--- src/rtl/spike_rate_decoder_if.sv ---
// Handshake/data bundle between a spike source and spike_rate_decoder.
// The decoder is the slave; whoever drives en/spike/window_len is the master.
interface spike_rate_decoder_if;
  logic       en;
  logic       spike;
  logic [7:0] window_len;
  logic [7:0] rate;
  logic [7:0] first_spike;
  logic       spike_seen;
  logic       valid;
  logic       busy;

  modport master (
    output en, spike, window_len,
    input  rate, first_spike, spike_seen, valid, busy
  );

  modport slave (
    input  en, spike, window_len,
    output rate, first_spike, spike_seen, valid, busy
  );
endinterface

--- src/rtl/spike_rate_decoder.sv ---
// Counts spikes over a programmable window and records time-to-first-spike,
// emitting one-cycle valid strobes with the results of each completed window.
module spike_rate_decoder (
  input  logic                  clk,
  input  logic                  rst,
  spike_rate_decoder_if.slave   bus
);

  typedef enum logic [0:0] {StIdle, StRun} state_e;

  state_e      state_q, state_d;
  logic [8:0]  len_q;
  logic [7:0]  t_q;
  logic [8:0]  cnt_q;
  logic [7:0]  first_q;
  logic        seen_q;
  logic [7:0]  rate_q;
  logic [7:0]  first_spike_q;
  logic        spike_seen_q;
  logic        valid_q;

  logic        busy;
  logic        last;
  logic        win_end;
  logic        load;
  logic [8:0]  len_next;
  logic [8:0]  cnt_next;
  logic        seen_now;
  logic [7:0]  first_now;

  // A programmed length of 0 stands for a full 256-cycle window.
  assign len_next  = (bus.window_len == 8'd0) ? 9'd256 : {1'b0, bus.window_len};
  assign last      = ({1'b0, t_q} == (len_q - 9'd1));
  assign cnt_next  = cnt_q + {8'd0, bus.spike};
  assign seen_now  = seen_q | bus.spike;
  assign first_now = seen_q ? first_q : t_q;

  // State register
  always_ff @(posedge clk) begin
    if (rst) begin
      state_q <= StIdle;
    end else begin
      state_q <= state_d;
    end
  end

  // Next-state logic
  always_comb begin
    state_d = state_q;
    unique case (state_q)
      StIdle: if (bus.en) state_d = StRun;
      StRun:  if (last && !bus.en) state_d = StIdle;
      default: state_d = StIdle;
    endcase
  end

  // Control outputs
  always_comb begin
    busy    = 1'b0;
    win_end = 1'b0;
    load    = 1'b0;
    unique case (state_q)
      StIdle: load = bus.en;
      StRun: begin
        busy    = 1'b1;
        win_end = last;
        load    = last && bus.en;
      end
      default: ;
    endcase
  end

  // Window datapath and result registers
  always_ff @(posedge clk) begin
    if (rst) begin
      len_q         <= 9'd0;
      t_q           <= 8'd0;
      cnt_q         <= 9'd0;
      first_q       <= 8'd0;
      seen_q        <= 1'b0;
      rate_q        <= 8'd0;
      first_spike_q <= 8'hFF;
      spike_seen_q  <= 1'b0;
      valid_q       <= 1'b0;
    end else begin
      valid_q <= 1'b0;
      if (win_end) begin
        // Only 256 spikes in a 256-cycle window can set bit 8.
        rate_q        <= cnt_next[8] ? 8'hFF : cnt_next[7:0];
        first_spike_q <= seen_now ? first_now : 8'hFF;
        spike_seen_q  <= seen_now;
        valid_q       <= 1'b1;
      end
      if (load) begin
        len_q   <= len_next;
        t_q     <= 8'd0;
        cnt_q   <= 9'd0;
        first_q <= 8'd0;
        seen_q  <= 1'b0;
      end else if (busy && !win_end) begin
        t_q   <= t_q + 8'd1;
        cnt_q <= cnt_next;
        if (bus.spike && !seen_q) begin
          first_q <= t_q;
          seen_q  <= 1'b1;
        end
      end
    end
  end

  assign bus.rate        = rate_q;
  assign bus.first_spike = first_spike_q;
  assign bus.spike_seen  = spike_seen_q;
  assign bus.valid       = valid_q;
  assign bus.busy        = busy;

endmodule
--- src/flat_wrapper.sv ---
// flat-port wrapper written by rule: the top's interface ports become plain ports
module spike_rate_decoder_flat 
  (clk, rst, bus_en, bus_spike, bus_window_len, bus_rate, bus_first_spike, bus_spike_seen, bus_valid, bus_busy);
  spike_rate_decoder_if bus_i ();
  input  logic clk;
  input  logic rst;
  input wire logic [$bits(bus_i.en)-1:0] bus_en;
  input wire logic [$bits(bus_i.spike)-1:0] bus_spike;
  input wire logic [$bits(bus_i.window_len)-1:0] bus_window_len;
  output wire logic [$bits(bus_i.rate)-1:0] bus_rate;
  output wire logic [$bits(bus_i.first_spike)-1:0] bus_first_spike;
  output wire logic [$bits(bus_i.spike_seen)-1:0] bus_spike_seen;
  output wire logic [$bits(bus_i.valid)-1:0] bus_valid;
  output wire logic [$bits(bus_i.busy)-1:0] bus_busy;
  assign bus_i.en = bus_en;
  assign bus_i.spike = bus_spike;
  assign bus_i.window_len = bus_window_len;
  assign bus_rate = bus_i.rate;
  assign bus_first_spike = bus_i.first_spike;
  assign bus_spike_seen = bus_i.spike_seen;
  assign bus_valid = bus_i.valid;
  assign bus_busy = bus_i.busy;
  spike_rate_decoder u_core (.clk(clk), .rst(rst), .bus(bus_i));
endmodule
--- config.mk ---
export PLATFORM = sky130hd
export DESIGN_NAME = spike_rate_decoder_flat
export DESIGN_NICKNAME = d
export VERILOG_FILES = /design/src/rtl/spike_rate_decoder_if.sv /design/src/rtl/spike_rate_decoder.sv /design/src/flat_wrapper.sv
export SDC_FILE = /design/constraint.sdc
export NUM_CORES = 1
export LEC_CHECK = 0
export CAP_MARGIN = 0
export CORE_ASPECT_RATIO = 0.75
export CORE_MARGIN = 3
export CORE_UTILIZATION = 45
export CTS_BUF_LIST = sky130_fd_sc_hd__clkbuf_8 sky130_fd_sc_hd__clkbuf_16
export CTS_CLUSTER_DIAMETER = 200
export CTS_CLUSTER_SIZE = 8
export DETAILED_ROUTE_END_ITERATION = 10
export PLACE_DENSITY = 0.68
export SLEW_MARGIN = 10
export SYNTH_ARGS = -nofsm -noshare
export SYNTH_HDL_FRONTEND = slang
export SYNTH_SLANG_ARGS = --single-unit
--- constraint.sdc ---
create_clock -name clk -period 3.02 [get_ports clk]
set_clock_uncertainty 0.15 [all_clocks]
set_input_delay 0.453 -clock clk [delete_from_list [all_inputs] [get_ports clk]]
set_output_delay 0.453 -clock clk [all_outputs]
set_load 0.005 [all_outputs]
==> results of run 1 <==
## flip-flops by register name (all words and copies together), names as in the netlist
| register | count |
|---|---|
| u_core.state_q | 1 |
| u_core.bus.rate | 8 |
| u_core.bus.valid | 1 |
| u_core.bus.spike_seen | 1 |
| u_core.cnt_q | 9 |
| u_core.seen_q | 1 |
| u_core.bus.first_spike | 8 |
| u_core.len_q | 9 |
| u_core.t_q | 8 |
| u_core.first_q | 8 |
## worst paths after layout
| path | from | endpoint | slack, ps | cells after the start |
|---|---|---|---|---|
| min reg2reg | u_core.first_q[1] | u_core.first_q[1] | 340 | 2 |
| min | u_core.first_q[1] | u_core.first_q[1] | 340 | 2 |
| max | u_core.len_q[1] | u_core.bus.rate[2] | 250 | 9 |
| max reg2reg | u_core.len_q[1] | u_core.bus.rate[2] | 250 | 9 |
## stage by stage
step | utilization (%) | instance area (sq um) | cells | worst slack [ps] | power, uW
after global routing | 55.0 | 3530 | 481 | 35.7 | 1530
after floorplan | - | 3040 | 381 | 604 | 913
after detailed placement | 53.1 | 3410 | 473 | 100 | 987
after global placement | 53.1 | 3410 | 473 | 211 | 984
final | 55.0 | 3530 | 481 | 252 | 1460
after CTS | 54.8 | 3520 | 481 | 84.9 | 1460
## metal layers
metal / vias to the layer above / GRT usage (%)
met5: - / 0
met4: 0 / 5.84
met3: 6 / 3.45
met2: 105 / 29.8
met1: 1411 / 32.6
li1: 1439 / -
## power by group
group	switching, uW	total, uW	internal (uW)
Clock	240	484	244
Combinational	144	231	87.2
Sequential	23.2	747	724
Total	407	1460	1060
## tightest hold or removal path: cells and delay by family (launching register included)
kind,cells,cell delay [ps]
flip-flops,1,320
AND/OR/NAND/NOR,1,70
AO/OA/AOI/OAI,1,70
## final cells by class
cell class / count / area share [%]
clock buffer: 5 / 1.95
clock inverter: 3 / 1.17
inverter: 17 / 1.81
multi-input combinational: 276 / 49.8
sequential: 54 / 30.7
tap: 81 / 2.87
timing repair buffer: 45 / 11.7
## cell families (layout without fill, tap and decap cells)
group           count (synthesis)  count (layout)  share of synthesized area, %
simple gates                  110             110                          18.8
xor+xnor                       15              15                          4.32
compound gates                147             147                          32.4
flops                          54              54                          35.5
buf+inv                        51              70                          7.27
fa+ha+maj                       4               4                          1.64
## layout by cell type, fill, tap and decap left out, drive strengths merged, types with 3 or more instances in the layout
master	Yosys	layout
nor2	29	29
xor2	6	6
nand2	24	24
xnor2	9	9
o21ai	28	28
ha	4	4
o31ai	11	11
a311oi	8	8
buf	12	15
clkbuf	22	5
nand3	10	10
nor2b	7	7
dfxtp	54	54
clkdlybuf4s50	0	30
o211ai	30	30
a21oi	42	42
nor3	14	14
and3	11	11
o22ai	12	12
a31oi	4	4
nor3b	3	3
inv	16	17
==> run_results.csv, run 1 <==
group,metric,value,unit
cts,root_buffer,"clkbuf_8",
setup_path,path_delay_family,"compound AO/OA/AOI/OAI gates",
global_routing,grt_pass1_vias,2689,
floorplan,die_height,77.2,um
synth,synthArstFlopShare,0,%
floorplan,fp.dieW,101,um
synth,synth_flop_cell,"dfxtp_1",
timing,setup_tns,0,ps
detailed_routing,vias,2961,
timing,relSlewSlack,53.3,%
synth,syn_area,0.00304,sq mm
detailed_routing,drt_iter0_drc,263,
power,cellPowerDensity,414,mW/mm^2
cts,clock_latency,300,ps
synth,synth.distinct_cells,54,
floorplan,die-area,0.00780,sq mm
cts,ctsHoldBuffers,0,
cts,tritoncts,"yes",
floorplan,start_util,47.5,%
global_routing,grt_pass1_wl,13500,um
status,outcome,"finished clean",
detailed_routing,wl_met1,3970,um
cts,cts_buffer_depth,2,
cells_and_area,diodes,0,
setup_path,cp_max_fo,16,
setup_path,crit_path_max_incr_delay,380,ps
synth,ys_ff_latch,54,
synth,syn_avg_cell_area,7.99,sq um
detailed_routing,routed_wl,8040,um
flow_run,maxCapViolations,0,
timing,rsz0062_at_grt,"false",
synth,synth_top_area_cell,"dfxtp_1",
power,ir_drop,0.223,mV
place,dp_hpwl,5540,um
setup_path,cp.arrival,2830,ps
synth,synth_area_leaders,"dfxtp_1 (36%), o211ai_1 (7.4%), a21oi_1 (6.2%)",
detailed_routing,remaining_drc_errors,0,
global_routing,grt_usage,21.1,%
synth,seq_area_frac_synth,35.5,%
cells_and_area,area_growth,15.9,%
detailed_routing,firstDrtPassIters,5,
timing,tightest_slew,695,ps
timing,slew_violations,0,
synth,yosysMostFrequentCell,"dfxtp_1",
global_routing,overflow,0,
place,gp_congestion,0.848,
synth,syn_nets,397,
cells_and_area,layout-drive-gt1-share,9.50,%
cells_and_area,multi_input_comb_area,0.00176,sq mm
cells_and_area,nFillCells,609,
detailed_routing,antenna_left,0,
setup_path,endpoint_kind,"register",
timing,holdWs,342,ps
setup_path,critical_path.slowest_cell,"dfxtp_1",
timing,hold_viol_final,0,
cts,cts.sinks,54,
setup_path,cp_cell_sequence,"inv_1 > ha_1 > nor2b_2 > a31oi_1 > a2111oi_4 > o221a_1 > buf_4 > a21oi_1 > a311oi_1",
timing,setup_viol,0,
cells_and_area,fin_nets,415,
timing,period_share,91.7,%
cts,cts_max_level,2,
setup_path,critPathRequiredTime,3090,ps
detailed_routing,wl_met2,3480,um
detailed_routing,routed-wl-met3,522,um
timing,layout_min_cycle_time,2770,ps
worst_hold_path,min_path_type,"reg2reg",
global_routing,antenna_found_initial,0,
cts,cts.clk_slew.worst_paths,100,ps
synth,yosysTopAreaCellShare,35.5,%
detailed_routing,wire_per_inst,16.7,um
global_routing,grt_max_degree,37,
floorplan,rows,25,
cts,cts_made_buffers,5,
setup_path,crit_type,"reg2reg",
power,cellLeakagePower,0.00122,uW
synth,synth_common_cells,"dfxtp_1 (54), a21oi_1 (38), o211ai_1 (30)",
floorplan,core-area,0.00641,sq mm
detailed_routing,routed_via_density,6.16,
timing,clock.fmax,0.361,GHz
setup_path,crit_buf_inv,2,
floorplan,num_io_pins,31,
cts,cts_setup_buffers,0,
detailed_routing,top_layer,"met4",
synth,synth_warnings,0,
cts,cts_resized,0,
cells_and_area,regArea,0.00108,sq mm
place,io_buffers,30,
setup_path,startpoint_type,"register",
synth,synth-edff-count,0,
synth,synthCells,381,
Power figures use the tool's default switching activity.
==> run 2, diff against run 1 <==
SETUP_SLACK_MARGIN = 0.4   (was not set)
==> run_results.csv, run 2 (synthesis gave the netlist of run 1 again) <==
group,metric,value,unit
status,outcome,"finished clean",
detailed_routing,antenna_left,0,
timing,relSlewSlack,55.6,%
timing,setup_viol,0,
detailed_routing,remaining_drc_errors,0,
place,gp_congestion,0.848,
timing,period_share,84.0,%
power,cellLeakagePower,0.00125,uW
setup_path,crit_path_max_incr_delay,440,ps
place,post-place-ws,100,ps
timing,hold_viol_final,0,
floorplan,die_height,77.2,um
floorplan,num_io_pins,31,
setup_path,crit_type,"reg2reg",
cts,tritoncts,"yes",
setup_path,r2r_start,"u_core.len_q[3]",
cts,root_buffer,"clkbuf_8",
global_routing,overflow,0,
worst_hold_path,min_from,"u_core.first_q[3]",
global_routing,grt_usage,21.3,%
setup_path,endpoint_kind,"register",
timing,tightest_slew,665,ps
worst_hold_path,min_path_type,"reg2reg",
timing,clock.fmax,0.394,GHz
cts,cts_made_buffers,5,
detailed_routing,wire_per_inst,16.9,um
cells_and_area,final_common_cell,"dfxtp_1",
setup_path,critical_path.slowest_cell,"nor4_4",
detailed_routing,routed_via_density,6.21,
cells_and_area,layout-drive-gt1-share,11.4,%
setup_path,cp_cell_sequence,"nor4_4 > a21oi_1 > a211o_1 > o221a_1 > buf_4 > o21ai_1 > buf_6 > o21ai_0",
timing,slew_violations,0,
setup_path,critPathRequiredTime,3070,ps
cells_and_area,diodes,0,
floorplan,rows,25,
cts,cts_buffer_depth,2,
timing,layout_min_cycle_time,2540,ps
cells_and_area,fin_nets,419,
setup_path,cp_max_fo,20,
detailed_routing,firstDrtPassIters,4,
setup_path,crit_start,"u_core.len_q[3]",
setup_path,cp.arrival,2580,ps
place,dp_hpwl,5540,um
timing,rsz0062_at_grt,"true",
detailed_routing,routed_wl,8200,um
global_routing,grt_pass1_vias,2741,
place,io_buffers,30,
global_routing,grt_pass1_wl,13600,um
timing,fin_ws,484,ps
global_routing,grt_max_degree,37,
cts,cts_max_level,2,
power,cellPowerDensity,410,mW/mm^2
timing,setup_tns,0,ps
detailed_routing,vias,3014,
floorplan,start_util,47.5,%
cells_and_area,top_regs,"u_core.cnt_q (9), u_core.len_q (9)",
setup_path,startpoint_type,"register",
power,ir_drop,0.225,mV
cells_and_area,layout_common_cells,"dfxtp_1 (52), a21oi_1 (38), o211ai_1 (30), clkdlybuf4s50_1 (30), nor2_1 (28)",
cts,cts.clk_slew.worst_paths,100,ps
floorplan,die-area,0.00780,sq mm
floorplan,fp.dieW,101,um
global_routing,antenna_found_initial,0,
cts,clock_latency,310,ps
cts,ctsHoldBuffers,0,
flow_run,maxCapViolations,0,
cells_and_area,area_growth,18.9,%
cts,cts.sinks,54,
floorplan,core-area,0.00641,sq mm
detailed_routing,drt_iter0_drc,270,
==> run 2: changes by cell type in the layout (fill, tap and decap cells not counted), sizes merged <==
cell and change:
buf +4
==> run 2: worst paths after layout <==
| check | endpoint | slack (ps) | cells past startpoint |
|---|---|---|---|
| hold reg to reg | u_core.first_q[3] | 340 | 2 |
| setup reg to reg | u_core.cnt_q[6] | 480 | 8 |
| setup / recovery | u_core.cnt_q[6] | 480 | 8 |
| hold / removal | u_core.first_q[3] | 340 | 2 |
==> run 2: critical path, delay by kind of cell (launching register included) <==
kind / cells / cell delay [ps]
AND/OR/NAND/NOR: 1 / 440
flip-flops: 1 / 430
buffers and inverters: 2 / 370
AO/OA/AOI/OAI: 5 / 1030
==> run 2: what timing repair did <==
action	CTS	global route
endpoints found under the setup margin	53	46
setup buffers	2	2
hold endpoints to repair	0	0
resized for setup	7	12
pin swaps	1	1
==> run 2: area by class of cell <==
class / instances / area (sq um)
fill: 599 / 2790
clock inverter: 3 / 41.3
inverter: 17 / 63.8
multi-input combinational: 276 / 1810
timing repair buffer: 49 / 454
tap: 81 / 101
sequential: 54 / 1080
clock buffer: 5 / 68.8
==> run 2: report_power, final <==
group          total, uW  switching (uW)  internal, uW
clock network        489             244           245
registers            748            23.8           724
logic                248             151          97.1
total               1480             419          1070
==> run 2: per-stage QoR <==
stage                     cell area, sq um  utilization, %  instances  power [uW]  hold WS (ps)
after floorplan                       3040               -        381         913           309
after global placement                3410            53.1        473         984           320
after detailed placement              3410            53.1        473         987           329
after CTS                             3560            55.5        483        1470           344
after global routing                  3620            56.5        485        1550           362
final                                 3620            56.5        485        1480           341
==> run 2: metal layers <==
layer / track usage (%) / part of all wire [%] / vias up
met5: 0 / 0 / -
met4: 5.71 / 0.60 / 0
met3: 3.45 / 6.3 / 4
met2: 30.5 / 44 / 105
met1: 32.7 / 49 / 1457
li1: - / - / 1448
==> run 3, diff against run 2 <==
PLACE_DENSITY = 0.7   (was 0.68)
clock period = 2.1 ns   (was 3.02 ns; I/O delays follow)
==> run_results.csv, run 3 (synthesis gave the netlist of run 1 again) <==
group,metric,value,unit
status,outcome,"finished with violations",
status,failed_checks,"negative setup slack",
cells_and_area,final_common_cell,"buf_4",
place,dp_hpwl,6000,um
cells_and_area,top_regs,"u_core.cnt_q (9), u_core.len_q (9)",
power,combPwrFrac,24.7,%
timing,hold_viol_final,0,
power,ir_drop,0.336,mV
global_routing,overflow,0,
cells_and_area,regArea,0.00111,sq mm
timing,fin_ws,-469,ps
cts,tritoncts,"yes",
floorplan,rows,25,
cts,cts_buffer_depth,2,
timing,setup_viol,54,
detailed_routing,remaining_drc_errors,0,
setup_path,startpoint_type,"register",
place,place_inst,514,
worst_hold_path,min_path_type,"reg2reg",
power,cellPowerDensity,505,mW/mm^2
power,intPower,1580,uW
cts,ctsHoldBuffers,0,
cells_and_area,layout_common_cells,"buf_4 (53), dfxtp_1 (37), a21oi_1 (34)",
cts,cts.clk_slew.worst_paths,110,ps
detailed_routing,firstDrtPassIters,5,
cts,root_buffer,"clkbuf_8",
setup_path,cp_max_fo,7,
cells_and_area,nFillCells,490,
cts,cts_made_buffers,5,
global_routing,grt_pass1_wl,15600,um
cells_and_area,fin_nets,481,
global_routing,antenna_found_initial,0,
setup_path,critPathRequiredTime,2160,ps
timing,clock.fmax,0.389,GHz
place,gp_congestion,0.856,
floorplan,num_io_pins,31,
power,cellLeakagePower,0.00174,uW
power,p_switching,701,uW
detailed_routing,antenna_left,0,
detailed_routing,vias,3296,
global_routing,grt_usage,25.0,%
power,pwr-share-seq,46.5,%
cells_and_area,area_growth,48.7,%
timing,tightest_slew,507,ps
place,io_buffers,30,
floorplan,start_util,47.5,%
power,switching_share,30.7,%
cells_and_area,multi_input_comb_area,0.00199,sq mm
floorplan,die-area,0.00780,sq mm
cts,clock_latency,330,ps
detailed_routing,drt_iter0_drc,311,
cells_and_area,fin_cells,547,
floorplan,fp.dieW,101,um
detailed_routing,routed_via_density,6.03,
setup_path,crit_type,"reg2reg",
setup_path,cp.arrival,2630,ps
cells_and_area,layout-drive-gt1-share,34.1,%
detailed_routing,routed_wl,9860,um
timing,rsz0062_at_grt,"true",
place,post-place-ws,-381,ps
floorplan,core-area,0.00641,sq mm
timing,period_share,122,%
floorplan,die_height,77.2,um
timing,slew_violations,0,
global_routing,grt_pass1_vias,3112,
global_routing,grt_max_degree,37,
timing,relSlewSlack,66.2,%
cts,cts.sinks,54,
cells_and_area,diodes,0,
flow_run,maxCapViolations,0,
timing,layout_min_cycle_time,2570,ps
detailed_routing,wire_per_inst,18.0,um
power,pwr-share-clk,28.8,%
setup_path,endpoint_kind,"register",
cts,cts_max_level,2,
## run 3: what timing repair did
item                       CTS  global route
pin swaps                   10            16
gates resized for setup     59            38
setup endpoints to repair   55            70
buffers inserted            15             4
cloned                       6             0
## run 3: per-stage QoR
step	utilization [%]	cell area [sq um]	setup TNS, ps	total power, uW	hold WS (ps)
4_1_cts	68.1	4370	-13670	2230	336
6_report	70.6	4530	-19220	2290	337
3_5_place_dp	60.0	3850	-17850	1510	332
2_1_floorplan	-	3100	-3660	1330	309
3_3_place_gp	60.0	3850	-15870	1500	325
5_1_grt	70.6	4530	-22970	2370	357
## run 3: final timing paths
kind | startpoint | end | slack [ps] | cells after the start
worst max-delay path | u_core.len_q[0] | u_core.seen_q | -470 | 10
worst min-delay path | u_core.first_q[1] | u_core.first_q[1] | 340 | 2
worst max register to register | u_core.len_q[0] | u_core.seen_q | -470 | 10
worst min register to register | u_core.first_q[1] | u_core.first_q[1] | 340 | 2
## run 3: cell type report
cell class,instances,share of cell area (%)
clock inverter,2,0.387
clock buffer,6,1.82
tap,81,2.24
multi-input combinational,277,43.9
timing repair buffer,110,25.6
sequential,54,24.5
inverter,17,1.46
## run 3: power by group through the flow
| stage | Sequential (uW) | Clock, uW | Combinational [uW] |
|---|---|---|---|
| global placement | 1080 | 0 | 416 |
| finish | 1060 | 657 | 565 |
| global route | 1070 | 708 | 601 |
| CTS | 1060 | 662 | 510 |
| detailed placement | 1090 | 0 | 425 |
| floorplan | 1080 | 0 | 242 |
## run 3: worst max-delay path: stages (launching register included)
cell and delay (ps):
dfxtp_4 370, buf_12 120, buf_4 130, or3_4 400
xnor2_2 170, a2111oi_4 180, buf_4 190, o22ai_1 120
buf_4 200, o31ai_1 310, a21oi_2 110
## run 3: layer usage
metal / up-vias / routed length [um] / GRT usage (%)
met5: - / 0 / 0
li1: 1585 / - / -
met4: 0 / 97 / 5.44
met2: 128 / 4690 / 38.4
met1: 1571 / 4390 / 35.8
met3: 12 / 683 / 5.55
